===== config.mk =====
export PLATFORM = sky130hd
export DESIGN_NAME = fetch_unit
export DESIGN_NICKNAME = d
export VERILOG_FILES = /design/src/rtl/fetch_unit.sv
export SDC_FILE = /design/constraint.sdc
export NUM_CORES = 1
export LEC_CHECK = 0
export ABC_AREA = 0
export BUFFER_PORTS_ARGS = -buffer_cell sky130_fd_sc_hd__buf_2
export CAP_MARGIN = 20
export CORE_ASPECT_RATIO = 1.25
export CORE_MARGIN = 1.5
export CORE_UTILIZATION = 45
export DETAILED_ROUTE_END_ITERATION = 16
export PLACE_DENSITY = 0.74
export SLEW_MARGIN = 20
export SYNTH_ARGS = -nofsm -noshare
export SYNTH_HDL_FRONTEND = slang
export SYNTH_SLANG_ARGS = --single-unit

===== constraint.sdc =====
create_clock -name clk -period 4.4 [get_ports clk]
set_clock_uncertainty 0.2 [all_clocks]
set_input_delay 0.88 -clock clk [delete_from_list [all_inputs] [get_ports clk]]
set_output_delay 0.88 -clock clk [all_outputs]
set_load 0.1 [all_outputs]

===== src/rtl/fetch_unit.sv =====
// Instruction fetch stage with SPARC-style PC/nPC delayed control transfer.
// Drives a combinational ROM from the PC and captures the returned word into IF/ID.
module fetch_unit #(
  parameter int          ADDR_W   = 9,
  parameter logic [31:0] PC_RESET = 32'h0000_0000
) (
  input  logic              clk,
  input  logic              reset,
  input  logic              le,
  input  logic              branch_taken,
  input  logic [31:0]       ta,
  input  logic              flush,
  input  logic [31:0]       rom_data,
  output logic [ADDR_W-1:0] rom_addr,
  output logic [31:0]       pc,
  output logic [31:0]       npc,
  output logic [31:0]       ifid_instr,
  output logic [31:0]       ifid_pc,
  output logic              ifid_valid
);

  // state  | meaning
  // BOOT   | out of reset, nothing fetched yet; first le=1 edge fetches and leaves
  // RUN    | steady-state fetch; PC/nPC advance on every le=1 edge
  typedef enum logic {
    S_BOOT = 1'b0,
    S_RUN  = 1'b1
  } state_t;

  state_t      r_state;
  state_t      w_state_nxt;

  logic [31:0] r_pc;
  logic [31:0] r_npc;
  logic [31:0] r_ifid_instr;
  logic [31:0] r_ifid_pc;
  logic        r_ifid_valid;

  logic [31:0] w_pc_nxt;
  logic [31:0] w_npc_nxt;
  logic [31:0] w_ifid_instr_nxt;
  logic [31:0] w_ifid_pc_nxt;
  logic        w_ifid_valid_nxt;
  logic [31:0] w_npc_seq;

  assign w_npc_seq = r_npc + 32'd4;

  always_ff @(posedge clk or posedge reset) begin
    if (reset) begin
      r_state <= S_BOOT;
    end else begin
      r_state <= w_state_nxt;
    end
  end

  always_comb begin
    w_state_nxt = r_state;
    case (r_state)
      S_BOOT:  if (le) w_state_nxt = S_RUN;
      S_RUN:   w_state_nxt = S_RUN;
      default: w_state_nxt = S_BOOT;
    endcase
  end

  // BOOT and RUN share the same datapath update; only the state transition differs.
  always_comb begin
    w_pc_nxt         = r_pc;
    w_npc_nxt        = r_npc;
    w_ifid_instr_nxt = r_ifid_instr;
    w_ifid_pc_nxt    = r_ifid_pc;
    w_ifid_valid_nxt = r_ifid_valid;
    if (le) begin
      w_pc_nxt         = r_npc;
      w_npc_nxt        = branch_taken ? ta : w_npc_seq;
      w_ifid_instr_nxt = rom_data;
      w_ifid_pc_nxt    = r_pc;
      w_ifid_valid_nxt = 1'b1;
    end
    if (flush) begin
      w_ifid_instr_nxt = 32'h0;
      w_ifid_valid_nxt = 1'b0;
    end
  end

  always_ff @(posedge clk or posedge reset) begin
    if (reset) begin
      r_pc         <= PC_RESET;
      r_npc        <= PC_RESET + 32'd4;
      r_ifid_instr <= 32'h0;
      r_ifid_pc    <= 32'h0;
      r_ifid_valid <= 1'b0;
    end else begin
      r_pc         <= w_pc_nxt;
      r_npc        <= w_npc_nxt;
      r_ifid_instr <= w_ifid_instr_nxt;
      r_ifid_pc    <= w_ifid_pc_nxt;
      r_ifid_valid <= w_ifid_valid_nxt;
    end
  end

  assign rom_addr   = r_pc[ADDR_W-1:0];
  assign pc         = r_pc;
  assign npc        = r_npc;
  assign ifid_instr = r_ifid_instr;
  assign ifid_pc    = r_ifid_pc;
  assign ifid_valid = r_ifid_valid;

endmodule


* Word-level counts from Yosys, hierarchy flattened
Index checks and enable logic that the tools add are counted.
** Word-level totals
- Flip-flop bits (word level) :: 129
- Output and inout port bits :: 138
** Operators by class
- Add/sub/neg operators :: 1
- Mux-type cells :: 5
- Reduce and logical (&&, ||, !) cells :: 1
** Operator list (number)
- 32-bit two-way mux :: 3
- 32-bit by 3-bit adder with 32-bit output (second input constant) :: 1
- 1-bit two-way mux :: 2
- 2-bit nonzero test :: 1

* Logic depth before layout (Yosys ltp)
- Depth after elaboration :: 2
- Mapped depth :: 7

* Worst setup path after synthesis
Ideal clock, no wire load.
- Path kind :: register to register
- Start point :: register r_npc[3] (netlist: npc[3])
- End point :: register r_npc[18] (netlist: npc[18])
- Library setup time :: 0.127 ns
- Data arrival time :: 2.405 ns
- Required time :: 4.073 ns
- Setup slack :: 1.668 ns
- Stages on the path, launching flop included :: 8
- Path buffers :: 1
- Period minus slack after synthesis :: 2.732 ns
- Cells stage by stage :: dfrtp_1 -> ha_1 -> and3_1 -> and3_1 -> nand2b_4 -> buf_6 -> a31o_1 -> a221o_1
** On the way
- Cells in the longest elaborated chain, start to end :: 2
** RTL lines
- start, declared :: line 34 : logic [31:0] r_npc;
- start signal, assigned :: line 88 : r_npc <= PC_RESET + 32'd4;
- start signal, assigned :: line 94 : r_npc <= w_npc_nxt;
- 32-bit by 3-bit adder with 32-bit output :: line 46 : assign w_npc_seq = r_npc + 32'd4;
- 32-bit two-way mux :: line 74 : w_npc_nxt = branch_taken ? ta : w_npc_seq;
Every way passes these cells.
A chain may end at the register's enable or synchronous reset.

==> flow_summary.yaml <==
status:
  run_status: "finished, final reports clean"
synth:
  ys_top_cells_by_area: "dfrtp_1 (56%), mux2_2 (12%), mux2i_1 (6.1%), nor2_1 (3.7%), nand2_1 (1.7%)"
  synth_cell_types: 52
  syn_inst: 490
  synth.largest_area_cell: "dfrtp_1"
  synth_edf_count: 0
  synth-seq-cells: 129
  syn_avg_cell_area_sq_um: 11.70
  yosys_warnings: 0
  netlist.area_leader.share: 0.5588
  netlist_area_sq_um: 5732
  syn_nets: 560
  async_reset_ff_frac: 1.000
  synth_ff_type: "dfrtp_1"
  yosysSeqAreaShare: 0.5634
layout:
  area_growth_pct: 28.71
  final-instance-count-excl-fill: 858
  final_nets: 753
  layout-drive-gt1-share: 0.4459
  fillers: 1068
  finish.instance_area_sq_um: 7377
setup_path:
  crit_path_end_kind: "flip-flop"
  setup.worst_path.start_class: "input port"
  cp.arrival_ns: 2.92
  reg2reg_slack_ns: 2.01
  critPathMaxFanout: 52
  required_ns: 4.48
  path_class: "in -> reg"
placement:
  hpwl_microns: 10330
  gp_congestion: 0.8165
  numPortBuffers: 206
  dp.cells: 828
  dp_worst_setup_slack_ns: 1.188
  place_area_sq_um: 6843
global_route:
  grt_pass1_vias: 4710
  grt_max_degree: 56
  grt_overflow_total: 0
  grt_use_total: 0.2202
  grt_pass1_wl_microns: 23640
  antenna_found_initial: 0
sta:
  fmax_ghz: 0.3527
  fin_crit_sh: 0.6443
  layout_min_cycle_time_ns: 2.835
  fin_tns_setup_ns: 0
  finalSetupViolCount: 0
  rsz0062_at_grt: "no"
  maxSlewHeadroom: 0.5414
  hold_viol: 0
  slew_viol_final: 0
  worst_slack_ns: 1.565
  worstMarginPinSlew_ns: 0.6816
power:
  vdd_drop_max_v: 0.0003612
  power_density_nw_per_um2: 658.0
  power_leakage_nw: 3.560
clock_tree:
  post-cts-setup-buffer-count: 0
  cts-hold-fix-buffers: 0
  clk_latency_ns: 0.41
  post_cts_resized: 0
  tritoncts: "done"
  clock_sinks: 129
  clk_pin_slew_ns: 0.05
  htreeDepth: 4
  clockBufferDepth: 2
  cts-buffers-inserted: 17
  root_buffer: "clkbuf_16"
flow_run:
  maxCapViolCount: 0
floorplanning:
  initial_core_util: 0.4670
  die_h_microns: 129.2
  die_w_microns: 103.9
  core-area_sq_um: 12270
  rows: 45
  dieArea_sq_um: 13430
  num_io_pins: 207
route:
  drt_iter0_markers: 396
  ant_nets: 0
  first_pass_iters: 5
  drt-total-wl_microns: 14550
  vias_per_cell: 5.456
  routedWlPerCell_microns: 16.95
  drc: 0
  vias: 4681
hold_path:
  min_path_type: "reg -> reg"
## sequential cells by signal, summed over array words and instances (netlist names)
name / flops
npc: 32
ifid_instr: 32
ifid_pc: 32
pc: 32
ifid_valid: 1
## through the flow
stage / power, mW / util / hold WS (ns)
after floorplan: 3.288 / - / 0.6799
after global placement: 3.583 / 0.5575 / 0.2709
after detailed placement: 3.615 / 0.5575 / 0.2877
after CTS: 4.888 / 0.6008 / 0.3013
after global routing: 5.018 / 0.6008 / 0.3139
final: 4.854 / 0.6010 / 0.2980
## placed cells by master, fill, tap and decap left out, drive strengths merged, types with 2 or more instances in the layout
| master | n |
|---|---|
| a211oi | 2 |
| a21o | 2 |
| a21oi | 17 |
| a22oi | 6 |
| a311oi | 7 |
| and2 | 2 |
| and3 | 5 |
| and4 | 5 |
| buf | 212 |
| clkbuf | 24 |
| clkinv | 5 |
| clkinvlp | 3 |
| dfrtp | 128 |
| inv | 5 |
| mux2 | 63 |
| mux2i | 35 |
| nand2 | 26 |
| nand2b | 2 |
| nand3 | 14 |
| nand3b | 2 |
| nand4 | 11 |
| nor2 | 57 |
| nor2b | 3 |
| nor3 | 8 |
| nor4 | 5 |
| o21ai | 12 |
| o22ai | 9 |
| o2bb2ai | 2 |
| o32ai | 2 |
| or3 | 4 |
## layer usage
| layer | GRT usage | vias to the layer above | wire (microns) |
|---|---|---|---|
| met4 | 0.07026 | 0 | 140 |
| met2 | 0.3744 | 200 | 7410 |
| met3 | 0.06187 | 15 | 1062 |
| li1 | - | 2147 | - |
| met5 | 0 | - | 0 |
| met1 | 0.2744 | 2319 | 5931 |
## worst max-delay path, stage by stage
cell	delay, ns
buf_4	0.49
clkinv_1	0.62
nor2_1	0.46
nand2_1	0.13
o32ai_1	0.25
a21oi_1	0.07
## report_power, final
part	leakage (nW)	internal [mW]	switching [mW]
Combinational	1.76	0.322	1.74
Clock	0.260	0.781	0.483
Sequential	1.54	1.37	0.161
Total	3.56	2.47	2.38
## synthesized netlist by cell type (2+ instances only)
master and n:
and4_1 4, clkbuf_1 20, a21oi_1 17, o32ai_1 2, and2_1 2, nand2_1 26, nand3b_1 2, or3_1 4
nor3_4 2, dfrtp_1 128, buf_2 3, a311oi_1 7, a21o_1 2, o21ai_0 12, clkinv_1 2, nor2b_1 3
and3_1 5, o22ai_1 9, mux2_2 63, a211oi_1 2, nor3_1 6, inv_1 6, buf_1 4, nor2_1 57
mux2i_1 35, o2bb2ai_1 2, buf_4 9, a22oi_1 6, nand3_1 14, nor4_1 5, nand4_1 10
## worst paths after layout
path / from / to / depth (start not counted)
hold / removal: ifid_pc[26] / ifid_pc[26] / 1
hold reg to reg: ifid_pc[26] / ifid_pc[26] / 1
min in group asynchronous: reset / ifid_pc[15] / 2
max in group asynchronous: reset / npc[2] / 3
setup reg to reg: npc[2] / npc[14] / 6
setup / recovery: le / npc[26] / 6
## final cells by class
type | count | area, sq um | area share
multi-input combinational | 315 | 2283 | 0.3095
antenna | 1 | 2.502 | 0.0003392
timing repair buffer | 212 | 1091 | 0.1479
tap | 164 | 205.2 | 0.02782
clock buffer | 24 | 501.7 | 0.06801
sequential | 129 | 3229 | 0.4378
clock inverter | 5 | 30.03 | 0.004071
inverter | 8 | 33.78 | 0.004579
## logic make-up (layout without fill, tap and decap cells)
family	count (synthesis)	after routing	synth area share
AOI/OAI and AO/OA	70	70	0.08143
adders and majority gates	1	1	0.002183
muxes	98	98	0.1849
other	0	1	0
buffers and inverters	46	249	0.03820
and+or+nand+nor	146	146	0.1299
DFF	129	129	0.5634
(Power assumes the default switching activity.)
